File: config.mk
export PLATFORM = sky130hd
export DESIGN_NAME = video_mode_config
export DESIGN_NICKNAME = d
export VERILOG_FILES = /design/src/rtl/video_mode_config.sv
export SDC_FILE = /design/constraint.sdc
export NUM_CORES = 1
export LEC_CHECK = 0
export BUFFER_PORTS_ARGS = -buffer_cell sky130_fd_sc_hd__buf_4
export CAP_MARGIN = 15
export CORE_MARGIN = 5
export CORE_UTILIZATION = 35
export CTS_CLUSTER_DIAMETER = 120
export DETAILED_ROUTE_END_ITERATION = 7
export HOLD_SLACK_MARGIN = 0.1
export PLACE_DENSITY = 0.64
export SKIP_CTS_REPAIR_TIMING = 1
export SLEW_MARGIN = 25
export SYNTH_ARGS = -nofsm -noshare
export SYNTH_HDL_FRONTEND = slang
export SYNTH_SLANG_ARGS = --single-unit
export TNS_END_PERCENT = 50
File: constraint.sdc
create_clock -name clock -period 4.5 [get_ports clock]
set_input_delay 0.45 -clock clock [delete_from_list [all_inputs] [get_ports clock]]
set_output_delay 0.45 -clock clock [all_outputs]
set_load 0.05 [all_outputs]
File: src/rtl/video_mode_config.sv
// -----------------------------------------------------------------------------
// video_mode_config
//
// Chooses the output video mode from the force, sense and user inputs,
// debounces that choice, and then reprograms the external clock generator.
// A mode is committed only after it has stayed unchanged for STABLE_CYCLES
// cycles. A commit asserts reconfig_req. The block then waits for
// reconfig_ack, or gives up after ACK_TIMEOUT cycles. It then waits a further
// HOLDOFF_CYCLES settle cycles before raising config_valid again. All outputs
// are registered.
//
// Ports:
//   clock            system clock
//   reset            synchronous, active-high reset (restarts mode-0 programming)
//   cfg_table        flattened clock-config per mode, entry k at [k*CFG_W +: CFG_W]
//   ld_mask          line-doubler enable per mode
//   force_generate   force progressive mode 1
//   force_vga        force progressive mode 1
//   sense_480p_n     sensed external 480p pin (active low)
//   user_mode        requested mode when nothing forces progressive
//   reconfig_ack     clock generator finished reprogramming
//   clock_config_S   committed clock-generator S-pin setting
//   line_doubler     committed line-doubler enable
//   drive_480p_low   tristate enable that pulls the 480p pin low
//   reconfig_req     request to the clock generator to reprogram
//   config_valid     outputs have settled; downstream may run
//   config_changed   one-cycle pulse per completed reconfiguration
//   active_mode      committed mode index
//   ack_timeout_err  sticky flag: an ack timed out
// -----------------------------------------------------------------------------
module video_mode_config #(
    parameter int NUM_MODES      = 4,
    parameter int CFG_W          = 4,
    parameter int STABLE_CYCLES  = 16,
    parameter int HOLDOFF_CYCLES = 256,
    parameter int ACK_TIMEOUT    = 1024
) (
    input  logic                         clock,
    input  logic                         reset,
    input  logic [NUM_MODES*CFG_W-1:0]   cfg_table,
    input  logic [NUM_MODES-1:0]         ld_mask,
    input  logic                         force_generate,
    input  logic                         force_vga,
    input  logic                         sense_480p_n,
    input  logic [$clog2(NUM_MODES)-1:0] user_mode,
    input  logic                         reconfig_ack,
    output logic [CFG_W-1:0]             clock_config_S,
    output logic                         line_doubler,
    output logic                         drive_480p_low,
    output logic                         reconfig_req,
    output logic                         config_valid,
    output logic                         config_changed,
    output logic [$clog2(NUM_MODES)-1:0] active_mode,
    output logic                         ack_timeout_err
);

    localparam int MODE_W   = $clog2(NUM_MODES);
    localparam int STABLE_W = (STABLE_CYCLES  > 1) ? $clog2(STABLE_CYCLES)  : 1;
    localparam int HOLD_W   = (HOLDOFF_CYCLES > 1) ? $clog2(HOLDOFF_CYCLES) : 1;
    localparam int TO_W     = (ACK_TIMEOUT    > 1) ? $clog2(ACK_TIMEOUT)    : 1;

    localparam logic [STABLE_W-1:0] STABLE_MAX   = STABLE_W'(STABLE_CYCLES - 1);
    localparam logic [HOLD_W-1:0]   HOLD_MAX     = HOLD_W'(HOLDOFF_CYCLES - 1);
    localparam logic [TO_W-1:0]     TO_MAX       = TO_W'(ACK_TIMEOUT - 1);
    localparam logic [MODE_W-1:0]   MODE_DEFAULT = MODE_W'(0);
    localparam logic [MODE_W-1:0]   MODE_PROG    = MODE_W'(1);
    // One extra bit so that NUM_MODES itself is representable for the range check
    localparam logic [MODE_W:0]     MODE_COUNT   = (MODE_W + 1)'(NUM_MODES);

    typedef enum logic [1:0] {
        ST_IDLE    = 2'b00,
        ST_REQ     = 2'b01,
        ST_HOLDOFF = 2'b10
    } state_t;

    state_t              state_r;
    logic [MODE_W-1:0]   pending_r;
    logic [STABLE_W-1:0] stable_cnt_r;
    logic [HOLD_W-1:0]   hold_cnt_r;
    logic [TO_W-1:0]     timeout_cnt_r;
    logic [MODE_W-1:0]   active_mode_r;
    logic [CFG_W-1:0]    clock_config_r;
    logic                line_doubler_r;
    logic                drive_480p_low_r;
    logic                reconfig_req_r;
    logic                config_valid_r;
    logic                config_changed_r;
    logic                ack_timeout_err_r;

    logic [MODE_W-1:0]   cand_s;
    logic                cand_forced_s;
    logic [CFG_W-1:0]    cfg_sel_s;
    logic                ld_sel_s;

    // Candidate mode: a forced or sensed 480p request overrides the user choice.
    // An out-of-range user request falls back to the default mode.
    always_comb begin
        cand_forced_s = force_generate | force_vga;
        cand_s        = MODE_DEFAULT;
        if (cand_forced_s | ~sense_480p_n) begin
            cand_s = MODE_PROG;
        end else if ({1'b0, user_mode} < MODE_COUNT) begin
            cand_s = user_mode;
        end else begin
            cand_s = MODE_DEFAULT;
        end
    end

    // Table lookup for the pending mode, sampled only when a commit happens
    always_comb begin
        cfg_sel_s = cfg_table[pending_r*CFG_W +: CFG_W];
        ld_sel_s  = ld_mask[pending_r];
    end

    // Debounce, commit and clock-generator handshake sequencer
    always_ff @(posedge clock) begin
        if (reset) begin
            // Start in REQ so that mode 0 is always programmed after reset
            state_r           <= ST_REQ;
            pending_r         <= MODE_DEFAULT;
            stable_cnt_r      <= '0;
            hold_cnt_r        <= '0;
            timeout_cnt_r     <= '0;
            active_mode_r     <= MODE_DEFAULT;
            clock_config_r    <= cfg_table[CFG_W-1:0];
            line_doubler_r    <= ld_mask[0];
            drive_480p_low_r  <= 1'b0;
            reconfig_req_r    <= 1'b1;
            config_valid_r    <= 1'b0;
            config_changed_r  <= 1'b0;
            ack_timeout_err_r <= 1'b0;
        end else begin
            config_changed_r <= 1'b0;
            case (state_r)
                ST_IDLE: begin
                    if ((stable_cnt_r == STABLE_MAX) && (pending_r != active_mode_r)) begin
                        state_r          <= ST_REQ;
                        active_mode_r    <= pending_r;
                        clock_config_r   <= cfg_sel_s;
                        line_doubler_r   <= ld_sel_s;
                        // Drive the pin only for a forced request; a merely
                        // sensed 480p request must not hold itself on
                        drive_480p_low_r <= (pending_r == MODE_PROG) & cand_forced_s;
                        reconfig_req_r   <= 1'b1;
                        config_valid_r   <= 1'b0;
                        timeout_cnt_r    <= '0;
                    end else begin
                        if (cand_s != pending_r) begin
                            pending_r    <= cand_s;
                            stable_cnt_r <= '0;
                        end else if (stable_cnt_r != STABLE_MAX) begin
                            stable_cnt_r <= stable_cnt_r + 1'b1;
                        end
                        // While in progressive mode the pin drive follows the force
                        // inputs directly. Once the force is released the sensed
                        // pin goes back high, and the mode can drop back.
                        if (active_mode_r == MODE_PROG) begin
                            drive_480p_low_r <= cand_forced_s;
                        end
                    end
                end
                ST_REQ: begin
                    // Ack wins over a timeout that falls in the same cycle
                    if (reconfig_ack) begin
                        reconfig_req_r <= 1'b0;
                        timeout_cnt_r  <= '0;
                        hold_cnt_r     <= '0;
                        state_r        <= ST_HOLDOFF;
                    end else if (timeout_cnt_r == TO_MAX) begin
                        reconfig_req_r    <= 1'b0;
                        ack_timeout_err_r <= 1'b1;
                        timeout_cnt_r     <= '0;
                        hold_cnt_r        <= '0;
                        state_r           <= ST_HOLDOFF;
                    end else begin
                        timeout_cnt_r <= timeout_cnt_r + 1'b1;
                    end
                end
                ST_HOLDOFF: begin
                    if (hold_cnt_r == HOLD_MAX) begin
                        config_valid_r   <= 1'b1;
                        config_changed_r <= 1'b1;
                        hold_cnt_r       <= '0;
                        stable_cnt_r     <= '0;
                        pending_r        <= active_mode_r;
                        state_r          <= ST_IDLE;
                    end else begin
                        hold_cnt_r <= hold_cnt_r + 1'b1;
                    end
                end
                default: begin
                    // Unreachable encoding: reprogram the committed mode again
                    state_r        <= ST_REQ;
                    reconfig_req_r <= 1'b1;
                    config_valid_r <= 1'b0;
                    timeout_cnt_r  <= '0;
                end
            endcase
        end
    end

    assign clock_config_S  = clock_config_r;
    assign line_doubler    = line_doubler_r;
    assign drive_480p_low  = drive_480p_low_r;
    assign reconfig_req    = reconfig_req_r;
    assign config_valid    = config_valid_r;
    assign config_changed  = config_changed_r;
    assign active_mode     = active_mode_r;
    assign ack_timeout_err = ack_timeout_err_r;

endmodule

=== After elaboration in Yosys (flattened, before gate mapping) ===
Index checks and enable logic that the tools add are counted.

* Add/sub/neg operators: 3
* $lt $le $gt $ge: 1
* Equal/unequal tests: 16
* Shift operators: 1
* Mux-type cells: 41
* Bitwise logic cells: 7
* Reductions and logical operators: 19

{| class="wikitable"
|+ Operator list
! operator !! number
|-
| two-way mux 10 bit || 3
|-
| case mux 10 bit (3 select lines) || 1
|-
| two-way mux 4 bit || 7
|-
| two-way mux 8 bit || 3
|-
| two-way mux 2 bit || 8
|-
| case mux 8 bit (2 select lines) || 1
|-
| variable part select 16 x 5 -> 4 bit || 1
|-
| two-way mux 1 bit || 12
|-
| AND reduction 3 bit || 4
|-
| adder 10 x 1 -> 10 bit (second input constant) || 1
|-
| equality test 10 bit (second input constant) || 1
|-
| AND reduction 2 bit || 5
|-
| nonzero test 2 bit || 5
|-
| adder 8 x 1 -> 8 bit (second input constant) || 1
|-
| equality test 8 bit (second input constant) || 1
|-
| inequality test 2 bit (second input constant) || 4
|-
| case mux 4 bit (2 select lines) || 1
|-
| AND reduction 4 bit || 2
|-
| equality test 2 x 1 -> 1 bit (second input constant) || 3
|-
| inequality test 3 bit (second input constant) || 2
|-
| case mux 1 bit (3 select lines) || 2
|-
| case mux 2 bit (3 select lines) || 1
|-
| adder 4 x 1 -> 4 bit (second input constant) || 1
|-
| equality test 4 bit (second input constant) || 1
|-
| other kinds (12) || 17
|}

* Register bits after elaboration: 38
* Input bits: 28
* Output and inout port bits: 12
* Word-level logic and storage cells: 101

=== Logic depth before layout (Yosys ltp) ===
Gate-level depths: netlist (run 1).

* Word-level depth: 7
* Depth in mapped cells: 8
* Mapped depth without buffers: 7

=== Least setup slack after synthesis (run 1) ===
OpenSTA, ideal clock, no wires.

* Kind: reg-to-reg
* From: register active_mode_r[0], in the netlist active_mode[0]
* To: register pending_r[0]
* Library setup time: 121 ps
* Arrival time: 1807 ps
* Data required time: 4379 ps
* Slack: 2572 ps
* Stages on the path, launching flop included: 6
* Buffers on the path: 0
* Period minus slack after synthesis: 1928 ps
* Cells stage by stage: dfxtp_1 > xor2_2 > o21bai_4 > nand3_1 > o22ai_1 > mux2_2

* Word-level cells in the longest chain between the ends: 4
* Elaborated cells between the ends (all ways): 6
* Classes of those cells: eq/ne: 2; mux: 2; reduce/logical: 2

{| class="wikitable"
|+ RTL lines
! what !! line !! RTL
|-
| from (decl) || 81 || <nowiki>logic [MODE_W-1:0] active_mode_r;</nowiki>
|-
| from (signal assigned) || 138 || <nowiki>active_mode_r <= pending_r;</nowiki>
|-
| inequality test 2 bit || 136 || <nowiki>if ((stable_cnt_r == STABLE_MAX) && (pending_r != active_mode_r)) begin</nowiki>
|-
| logical AND 1 bit || 136 ||
|-
| inequality test 2 bit (no source line) || n/a ||
|-
| AND reduction 4 bit (no source line) || n/a ||
|-
| to (signal assigned) || 149 || <nowiki>pending_r <= cand_s;</nowiki>
|-
| to (signal assigned) || 185 || <nowiki>pending_r <= active_mode_r;</nowiki>
|-
| to (decl) || 77 || <nowiki>logic [MODE_W-1:0] pending_r;</nowiki>
|}

Several ways; a longest one is shown, not always the timed one. The select of a mux whose other input is x is not followed.
A chain may end at the register's enable or synchronous reset.

=== Worst setup path after layout (run 1) ===
* From: register state_r[0]
* To: register hold_cnt_r[2]

* Word-level cells in the longest chain between the ends: 3
* Elaborated cells between the ends (all ways): 6
* Classes of those cells: eq/ne: 3; mux: 1; reduce/logical: 2

{| class="wikitable"
|+ RTL lines
! what !! line !! RTL
|-
| from (decl) || 76 || <nowiki>state_t state_r;</nowiki>
|-
| from (signal assigned) || 119 || <nowiki>state_r <= ST_REQ;</nowiki>
|-
| from (signal assigned) || 137 || <nowiki>state_r <= ST_REQ;</nowiki>
|-
| from (signal assigned) || 168 || <nowiki>state_r <= ST_HOLDOFF;</nowiki>
|-
| equality test 2 x 1 -> 1 bit / equality test 2 bit (equally long branches) || 134 || <nowiki>case (state_r)</nowiki>
|-
| inequality test 3 bit (no source line) / nonzero test 2 bit (equally long branches) || n/a ||
|-
| AND reduction 2 bit (no source line) || n/a ||
|-
| to (signal assigned) || 188 || <nowiki>hold_cnt_r <= hold_cnt_r + 1'b1;</nowiki>
|-
| to (decl) || 79 || <nowiki>logic [HOLD_W-1:0] hold_cnt_r;</nowiki>
|}

Several ways; a longest one is shown, not always the timed one.

==> results.py, run 1 <==
metrics = {
    "clock_network": {
        "root_buffer": "clkbuf_8",
        "cts.sinks": 38,
        "worstSkewPairLatency_ns": 0.29,
        "clock_path_buffers": 2,
        "cts-buffers-inserted": 5,
        "path_clk_slew_ns": 0.07,
        "cts_max_level": 2,
        "cts_tree": "done",
    },
    "worst_setup_path": {
        "worstPathRequired_ns": 4.70,
        "worst-path-buf-inv": 1,
        "reg2regPathDepth": 5,
        "crit_path_cell_trace": "inv_1 -> ha_1 -> o21ai_1 -> or3_1 -> o32ai_1",
        "worst-path-stages": 5,
        "worstSetupStartpointType": "flip-flop",
        "r2r_slack_ns": 2.13,
        "cp.arrival_ns": 2.56,
        "critPathSlowestCell": "ha_1",
        "critPathKind": "reg -> reg",
        "crit_path_max_incr_delay_ns": 0.81,
        "cp-end-kind": "flip-flop",
        "crit_fanout": 25,
        "crit_family": "adder cells",
    },
    "place": {
        "dp_cells": 350,
        "gp_congestion": 0.790,
        "dp_slack_ns": 2.12,
        "dp_hpwl_um": 3670,
        "io_buffers": 39,
    },
    "sta": {
        "finalCritPeriodShare": 0.526,
        "relSlewSlack": 0.351,
        "worst_pin_slew_ns": 0.974,
        "fin_skew_ns": 0.00757,
        "worst_slack_ns": 2.13,
        "maxSlewViolCount": 0,
        "setup_tns_ns": 0,
        "rsz0062_at_grt": "no",
        "setup_viol": 0,
        "hold_viol_final": 0,
        "period_needed_ns": 2.37,
        "fmax_mhz": 422,
        "hold_slack_ns": 0.477,
    },
    "drt": {
        "num_vias": 1936,
        "wire_per_inst_um": 14.3,
        "route.final.wire_length_um": 5110,
        "ant_nets": 0,
        "drc_errors": 0,
        "via_per_inst": 5.41,
        "dr.pass1.iters": 4,
        "drt_first_iter_violations": 111,
    },
    "power": {
        "power_density_mw_per_mm2": 455,
        "p_leak_nw": 0.961,
        "p_total_w": 0.00120,
        "peakVddDrop_mv": 0.195,
    },
    "logic_synthesis": {
        "ys_top_cells_by_count": "33 x dfxtp_1, 24 x nor2_1, 15 x a21oi_1, 12 x nand2_1, 11 x nand3_1",
        "synth-warning-count": 0,
        "synth_nets": 280,
        "synth_ff_type": "dfxtp_1",
        "yosysTopAreaCell": "dfxtp_1",
        "yosys_register_bits": 38,
        "yosys-top-cells-area": "dfxtp_1 30%, edfxtp_1 6.7%, nor2_1 4.0%",
        "synth_edf_count": 5,
        "synthCells": 246,
        "syn_avg_cell_area_um2": 9.07,
        "yosysUniqueCellTypes": 61,
        "syn-cell-area_mm2": 0.00223,
        "async_reset_ff_frac": 0,
        "synthMostInstantiatedCell": "dfxtp_1",
        "yosysTopAreaCellShare": 0.296,
        "yosysSeqAreaShare": 0.363,
    },
    "floorplan": {
        "rows": 29,
        "start_util": 0.355,
        "die_height_um": 89.8,
        "coreArea_mm2": 0.00628,
        "die-area_mm2": 0.00807,
        "io_pins": 40,
        "die_width_um": 89.8,
    },
    "grt": {
        "track_usage": 0.123,
        "grt_pass1_vias": 1842,
        "overflow": 0,
        "grt_max_degree": 33,
        "antenna_found_initial": 0,
        "grt_pass1_wl_um": 8490,
    },
    "finish": {
        "fin_cells": 358,
        "final_layout_size_suffix_gt1_frac": 0.238,
        "synthToLayoutAreaGrowth_pct": 18.1,
        "nNetsFinal": 314,
        "diodes": 0,
    },
    "hold_path": {
        "hold_depth": 3,
        "hp-class": "in -> reg",
    },
    "outcome": {
        "status": "finished, final reports clean",
    },
    "run": {
        "cap_violations": 0,
    },
}
-- worst min-delay path: cells and delay by family --
kind	cells	cell delay [ns]
compound gates	2	0.13
buf+inv	1	0.08
-- cells in the final DEF (no fill, tap or decap), types with 2 or more instances in the layout --
cell type | Yosys | final
buf_4 | 1 | 39
dfxtp_1 | 33 | 33
nor2_1 | 24 | 24
a21oi_1 | 15 | 15
nand2_1 | 12 | 12
nand3_1 | 11 | 11
o21ai_0 | 10 | 10
nor2b_1 | 9 | 9
xnor2_1 | 9 | 9
inv_1 | 6 | 6
mux2_2 | 6 | 6
nand2b_1 | 6 | 6
nor3_1 | 6 | 6
a211oi_1 | 6 | 6
ha_1 | 6 | 6
a22oi_1 | 5 | 5
nand4_1 | 5 | 5
clkbuf_8 | 0 | 5
edfxtp_1 | 5 | 5
o21a_1 | 4 | 4
nand3b_1 | 4 | 4
o21ai_1 | 3 | 3
mux2i_1 | 3 | 3
a21o_1 | 3 | 3
a2111oi_2 | 3 | 3
xor2_2 | 2 | 2
o21bai_1 | 2 | 2
a31oi_1 | 2 | 2
or3b_2 | 2 | 2
o32ai_1 | 2 | 2
o2bb2ai_1 | 2 | 2
-- through the flow --
step                      area [um^2]   util
after CTS                        2630  0.420
after global routing             2630  0.420
after floorplan                  2230      -
after global placement           2550  0.407
final                            2630  0.420
after detailed placement         2550  0.407
-- layout make-up --
| type | count | area (um^2) |
|---|---|---|
| Sequential cell | 38 | 811 |
| Clock buffer | 6 | 72.6 |
| Timing Repair Buffer | 39 | 293 |
| Tap cell | 77 | 96.3 |
| Multi-Input combinational cell | 190 | 1330 |
| Fill cell | 630 | 3640 |
| Inverter | 6 | 22.5 |
| Clock inverter | 2 | 8.76 |
-- path summary, 6_finish.rpt --
path,startpoint,endpoint
hold reg to reg,ack_timeout_err,ack_timeout_err
setup reg to reg,state_r[0],hold_cnt_r[2]
hold / removal,cfg_table[2],clock_config_S[2]
setup / recovery,state_r[0],hold_cnt_r[2]
-- report_power, final --
| group | total [W] | switching, W | internal (W) |
|---|---|---|---|
| logic | 0.000529 | 0.000327 | 0.000201 |
| clock network | 0.000222 | 0.000116 | 0.000106 |
| registers | 0.000448 | 0.0000556 | 0.000393 |
-- logic make-up after synthesis --
family,share of synthesized area
flops,0.363
mux,0.0437
fa+ha+maj,0.0337
compound gates,0.260
buf+inv,0.0404
xor+xnor,0.0499
simple gates,0.209
-- state kept, by name (all words and copies together), names as in the netlist --
signal / flops
ack_timeout_err: 1
active_mode: 2
clock_config_S: 4
config_changed: 1
config_valid: 1
drive_480p_low: 1
hold_cnt_r: 8
line_doubler: 1
pending_r: 2
reconfig_req: 1
stable_cnt_r: 4
state_r: 2
timeout_cnt_r: 10
-- metal layers --
layer | vias to the layer above | routed length [um] | global-route usage | share of wire
met5 | - | 0 | 0 | 0
li1 | 978 | - | - | -
met4 | 0 | 75 | 0.0441 | 0.015
met3 | 9 | 311 | 0.0459 | 0.061
met2 | 40 | 2460 | 0.210 | 0.48
met1 | 909 | 2270 | 0.140 | 0.44
Power figures use the tool's default switching activity.
==> inputs of run 2 (changes only) <==
==> constraint.sdc (replaced) <==
create_clock -name clock -period 2.4 [get_ports clock]
set_input_delay 0.24 -clock clock [delete_from_list [all_inputs] [get_ports clock]]
set_output_delay 0.24 -clock clock [all_outputs]
set_load 0.05 [all_outputs]
==> results.py, run 2 (synthesis results as in run 1) <==
metrics = {
    "worst_setup_path": {
        "critPathSlowestCell": "o21ai_1",
        "crit_path_cell_trace": "ha_1 -> nand3_1 -> o21ai_1 -> nand3_1 -> o22ai_1 -> mux2_2",
        "crit_path_max_incr_delay_ns": 0.38,
        "critPathKind": "reg -> reg",
        "worstPathRequired_ns": 2.58,
        "crit_fanout": 7,
        "worst-path-buf-inv": 0,
        "reg2reg_to": "pending_r[0]",
        "cp.arrival_ns": 2.21,
        "path_common_cell": "nand3_1",
        "crit_family": "compound AO/OA/AOI/OAI gates",
        "r2r_slack_ns": 0.37,
        "cp-end-kind": "flip-flop",
        "r2r_start": "hold_cnt_r[0]",
        "reg2regPathDepth": 6,
        "worstSetupStartpointType": "flip-flop",
    },
    "run": {
        "cap_violations": 0,
    },
    "sta": {
        "worst_pin_slew_ns": 0.524,
        "rsz0062_at_grt": "no",
        "worst_slack_ns": 0.371,
        "setup_viol": 0,
        "fmax_mhz": 493,
        "hold_viol_final": 0,
        "relSlewSlack": 0.649,
        "setup_tns_ns": 0,
        "maxSlewViolCount": 0,
        "finalCritPeriodShare": 0.846,
        "period_needed_ns": 2.03,
        "fin_skew_ns": 0.00658,
    },
    "finish": {
        "register_area_um2": 811,
        "nNetsFinal": 319,
        "mostFrequentLayoutCells": "44 x buf_4, 33 x dfxtp_1, 24 x nor2_1",
        "diodes": 0,
        "postLayoutCellArea_mm2": 0.00268,
        "final_layout_size_suffix_gt1_frac": 0.253,
        "largest_register": "timeout_cnt_r",
        "post-route-util": 0.426,
        "synthToLayoutAreaGrowth_pct": 20.0,
        "largest_reg_flops": 10,
        "largest_registers": "timeout_cnt_r x10, hold_cnt_r x8",
        "fillers": 638,
        "layout_commonest_cell": "buf_4",
        "multi_input_area_mm2": 0.00133,
    },
    "floorplan": {
        "coreArea_mm2": 0.00628,
        "io_pins": 40,
        "die-area_mm2": 0.00807,
        "start_util": 0.355,
        "rows": 29,
        "die_height_um": 89.8,
        "die_width_um": 89.8,
    },
    "drt": {
        "drt_first_iter_violations": 95,
        "num_vias": 1913,
        "ant_nets": 0,
        "via_per_inst": 5.28,
        "drc_errors": 0,
        "route.final.wire_length_um": 5060,
        "wire_per_inst_um": 14.0,
        "dr.pass1.iters": 4,
    },
    "grt": {
        "antenna_found_initial": 0,
        "grt_pass1_wl_um": 8940,
        "track_usage": 0.127,
        "overflow": 0,
        "grt_max_degree": 33,
        "grt_pass1_vias": 1864,
    },
    "power": {
        "p_total_w": 0.00230,
        "p_leak_nw": 0.988,
        "power_density_mw_per_mm2": 860,
        "peakVddDrop_mv": 0.317,
    },
    "hold_path": {
        "holdPathEnd": "clock_config_S[1]",
        "hold_depth": 3,
        "min_from": "cfg_table[1]",
        "hp-class": "in -> reg",
    },
    "place": {
        "io_buffers": 39,
        "gp_congestion": 0.791,
        "dp_hpwl_um": 3790,
        "dp_slack_ns": 0.387,
        "placed_cell_area_mm2": 0.00259,
    },
    "clock_network": {
        "cts.sinks": 38,
        "clock_path_buffers": 2,
        "path_clk_slew_ns": 0.07,
        "cts-buffers-inserted": 5,
        "worstSkewPairLatency_ns": 0.29,
        "cts_tree": "done",
        "root_buffer": "clkbuf_8",
        "cts_max_level": 2,
    },
    "outcome": {
        "status": "finished, final reports clean",
    },
}
-- run 2: cell count changes in the layout (fill, tap and decap cells not counted), sizes merged --
cell | previous run | this run
buf | 39 | 44
clkinv | 2 | 0
clkbuf | 6 | 7
-- run 2: worst max path at each step --
| stage | startpoint | end | slack [ns] | cells after the start |
|---|---|---|---|---|
| floorplan | active_mode[0] | pending_r[0] | 0.47 | 5 |
| global placement | hold_cnt_r[0] | pending_r[0] | 0.43 | 6 |
| global route | hold_cnt_r[0] | pending_r[0] | 0.12 | 6 |
| detailed placement | hold_cnt_r[0] | pending_r[0] | 0.39 | 6 |
| CTS | hold_cnt_r[0] | pending_r[0] | 0.37 | 6 |
| finish | hold_cnt_r[0] | pending_r[0] | 0.37 | 6 |
-- run 2: worst min-delay path: stages --
cell,delay (ns)
buf_4,0.08
a22oi_1,0.07
o21ai_0,0.06
-- run 2: layout make-up --
type | instances | share of cell area
Clock buffer | 7 | 0.0323
Inverter | 6 | 0.00842
Tap cell | 77 | 0.0360
Multi-Input combinational cell | 190 | 0.497
Sequential cell | 38 | 0.303
Timing Repair Buffer | 44 | 0.123
-- run 2: per-stage QoR --
step,hold slack (ns),std cells
floorplan,0.457,246
global placement,0.460,355
detailed placement,0.471,355
CTS,0.266,362
global route,0.276,362
finish,0.268,362
-- run 2: metal layers --
layer / wire [um] / vias up / GRT usage
met5: 0 / - / 0
met2: 2470 / 29 / 0.213
met1: 2280 / 894 / 0.160
met3: 264 / 4 / 0.0367
li1: - / 986 / -
met4: 45 / 0 / 0.0302
-- run 2: report_power, final --
group | internal, W | total [W] | switching (W)
logic | 0.000402 | 0.00105 | 0.000651
registers | 0.000736 | 0.000810 | 0.0000735
clock network | 0.000228 | 0.000440 | 0.000212
==> inputs of run 3 (changes only) <==
--- a/config.mk
+++ b/config.mk
@@ -12,7 +12,7 @@
 export CTS_CLUSTER_DIAMETER = 120
 export DETAILED_ROUTE_END_ITERATION = 7
 export HOLD_SLACK_MARGIN = 0.1
-export PLACE_DENSITY = 0.64
+export PLACE_DENSITY = 0.66
 export SKIP_CTS_REPAIR_TIMING = 1
 export SLEW_MARGIN = 25
 export SYNTH_ARGS = -nofsm -noshare
==> constraint.sdc (replaced) <==
create_clock -name clock -period 1.8 [get_ports clock]
set_input_delay 0.18 -clock clock [delete_from_list [all_inputs] [get_ports clock]]
set_output_delay 0.18 -clock clock [all_outputs]
set_load 0.05 [all_outputs]
==> results.py, run 3 (synthesis results as in run 1) <==
metrics = {
    "outcome": {
        "status": "finished, final reports clean",
    },
    "finish": {
        "final_layout_size_suffix_gt1_frac": 0.356,
        "layout_commonest_cell": "buf_4",
        "synthToLayoutAreaGrowth_pct": 31.7,
        "post-route-util": 0.468,
        "diodes": 0,
        "fin_cells": 389,
        "largest_registers": "timeout_cnt_r x10, hold_cnt_r x8",
        "nNetsFinal": 345,
        "fillers": 616,
        "largest_reg_flops": 10,
        "mostFrequentLayoutCells": "69 x buf_4, 29 x dfxtp_1, 23 x nor2_1",
        "largest_register": "timeout_cnt_r",
    },
    "clock_network": {
        "cts-buffers-inserted": 5,
        "cts.sinks": 38,
        "path_clk_slew_ns": 0.07,
        "cts_max_level": 2,
        "cts_tree": "done",
        "clock_path_buffers": 2,
        "worstSkewPairLatency_ns": 0.29,
        "root_buffer": "clkbuf_8",
    },
    "floorplan": {
        "start_util": 0.355,
        "coreArea_mm2": 0.00628,
        "die_width_um": 89.8,
        "io_pins": 40,
        "rows": 29,
        "die_height_um": 89.8,
        "die-area_mm2": 0.00807,
    },
    "sta": {
        "period_needed_ns": 1.77,
        "fin_skew_ns": 0.00550,
        "fmax_mhz": 565,
        "hold_slack_ns": 0.213,
        "hold_viol_final": 0,
        "worst_slack_ns": 0.0303,
        "setup_viol": 0,
        "worst_pin_slew_ns": 0.522,
        "finalCritPeriodShare": 0.983,
        "rsz0062_at_grt": "yes",
        "maxSlewViolCount": 0,
        "relSlewSlack": 0.651,
    },
    "place": {
        "gp_congestion": 0.809,
        "io_buffers": 39,
        "dp_slack_ns": 0.00661,
        "dp_hpwl_um": 3920,
        "dp_cells": 377,
    },
    "worst_setup_path": {
        "crit_path_cell_trace": "ha_1 -> nand3_1 -> o21bai_4 -> buf_4 -> a211oi_2 -> nor2_1 -> a211o_1",
        "worstSetupStartpointType": "flip-flop",
        "crit_path_max_incr_delay_ns": 0.35,
        "critPathKind": "reg -> reg",
        "r2r_slack_ns": 0.03,
        "worstPathRequired_ns": 1.98,
        "cp.arrival_ns": 1.95,
        "crit_family": "compound AO/OA/AOI/OAI gates",
        "crit_fanout": 12,
        "critPathSlowestCell": "dfxtp_2",
        "cp-end-kind": "flip-flop",
        "worst-path-buf-inv": 1,
    },
    "power": {
        "peakVddDrop_mv": 0.439,
        "power_density_mw_per_mm2": 1140,
        "p_total_w": 0.00335,
        "p_leak_nw": 1.13,
    },
    "drt": {
        "wire_per_inst_um": 13.6,
        "wl_met3_um": 342,
        "wl_met1_um": 2380,
        "via_per_inst": 5.18,
        "highest_layer": "met4",
        "drt_first_iter_violations": 79,
        "dr_wl_met2_um": 2470,
        "ant_nets": 0,
        "num_vias": 2016,
        "route.final.wire_length_um": 5290,
        "dr.pass1.iters": 4,
        "drc_errors": 0,
    },
    "hold_path": {
        "hp-class": "in -> reg",
    },
    "run": {
        "cap_violations": 0,
    },
    "grt": {
        "track_usage": 0.132,
        "grt_pass1_wl_um": 8970,
        "overflow": 0,
        "antenna_found_initial": 0,
        "grt_max_degree": 33,
        "grt_pass1_vias": 1954,
    },
}
[run 3: stage by stage]
stage / setup TNS [ns] / area (um^2)
floorplan: 0 / 2230
CTS: -0.0116 / 2860
detailed placement: 0 / 2770
finish: 0 / 2940
global placement: 0 / 2770
global route: -0.208 / 2940
[run 3: path summary, 6_finish.rpt]
path / from / endpoint / cells past startpoint
hold / removal: cfg_table[2] / clock_config_S[2] / 3
setup reg to reg: stable_cnt_r[0] / state_r[0] / 7
hold reg to reg: stable_cnt_r[0] / stable_cnt_r[0] / 1
setup / recovery: stable_cnt_r[0] / state_r[0] / 7
[run 3: power breakdown]
group	switching, W	internal [W]	leakage, nW	total (W)
Clock	0.000290	0.000309	0.0482	0.000598
Sequential	0.0000598	0.000982	0.318	0.00104
Combinational	0.000971	0.000744	0.769	0.00171
Total	0.00132	0.00203	1.13	0.00335
[run 3: final cells by class]
type | instances | area (um^2) | area share
well taps | 77 | 96.3 | 0.0328
repair buffers | 70 | 538 | 0.183
inverters | 6 | 22.5 | 0.00767
clock buffers | 7 | 86.3 | 0.0294
flip-flops and latches | 38 | 816 | 0.278
multi-input cells | 190 | 1370 | 0.468
clock inverters | 1 | 5.00 | 0.00170
[run 3: worst min-delay path, cell delays in order]
cell and delay (ns):
buf_4 0.08, a22oi_1 0.07, o21ai_0 0.07
[run 3: per-layer routing]
metal	up-vias	track usage
li1	1039	-
met1	919	0.160
met5	-	0
met4	0	0.0479
met2	48	0.214
met3	10	0.0459
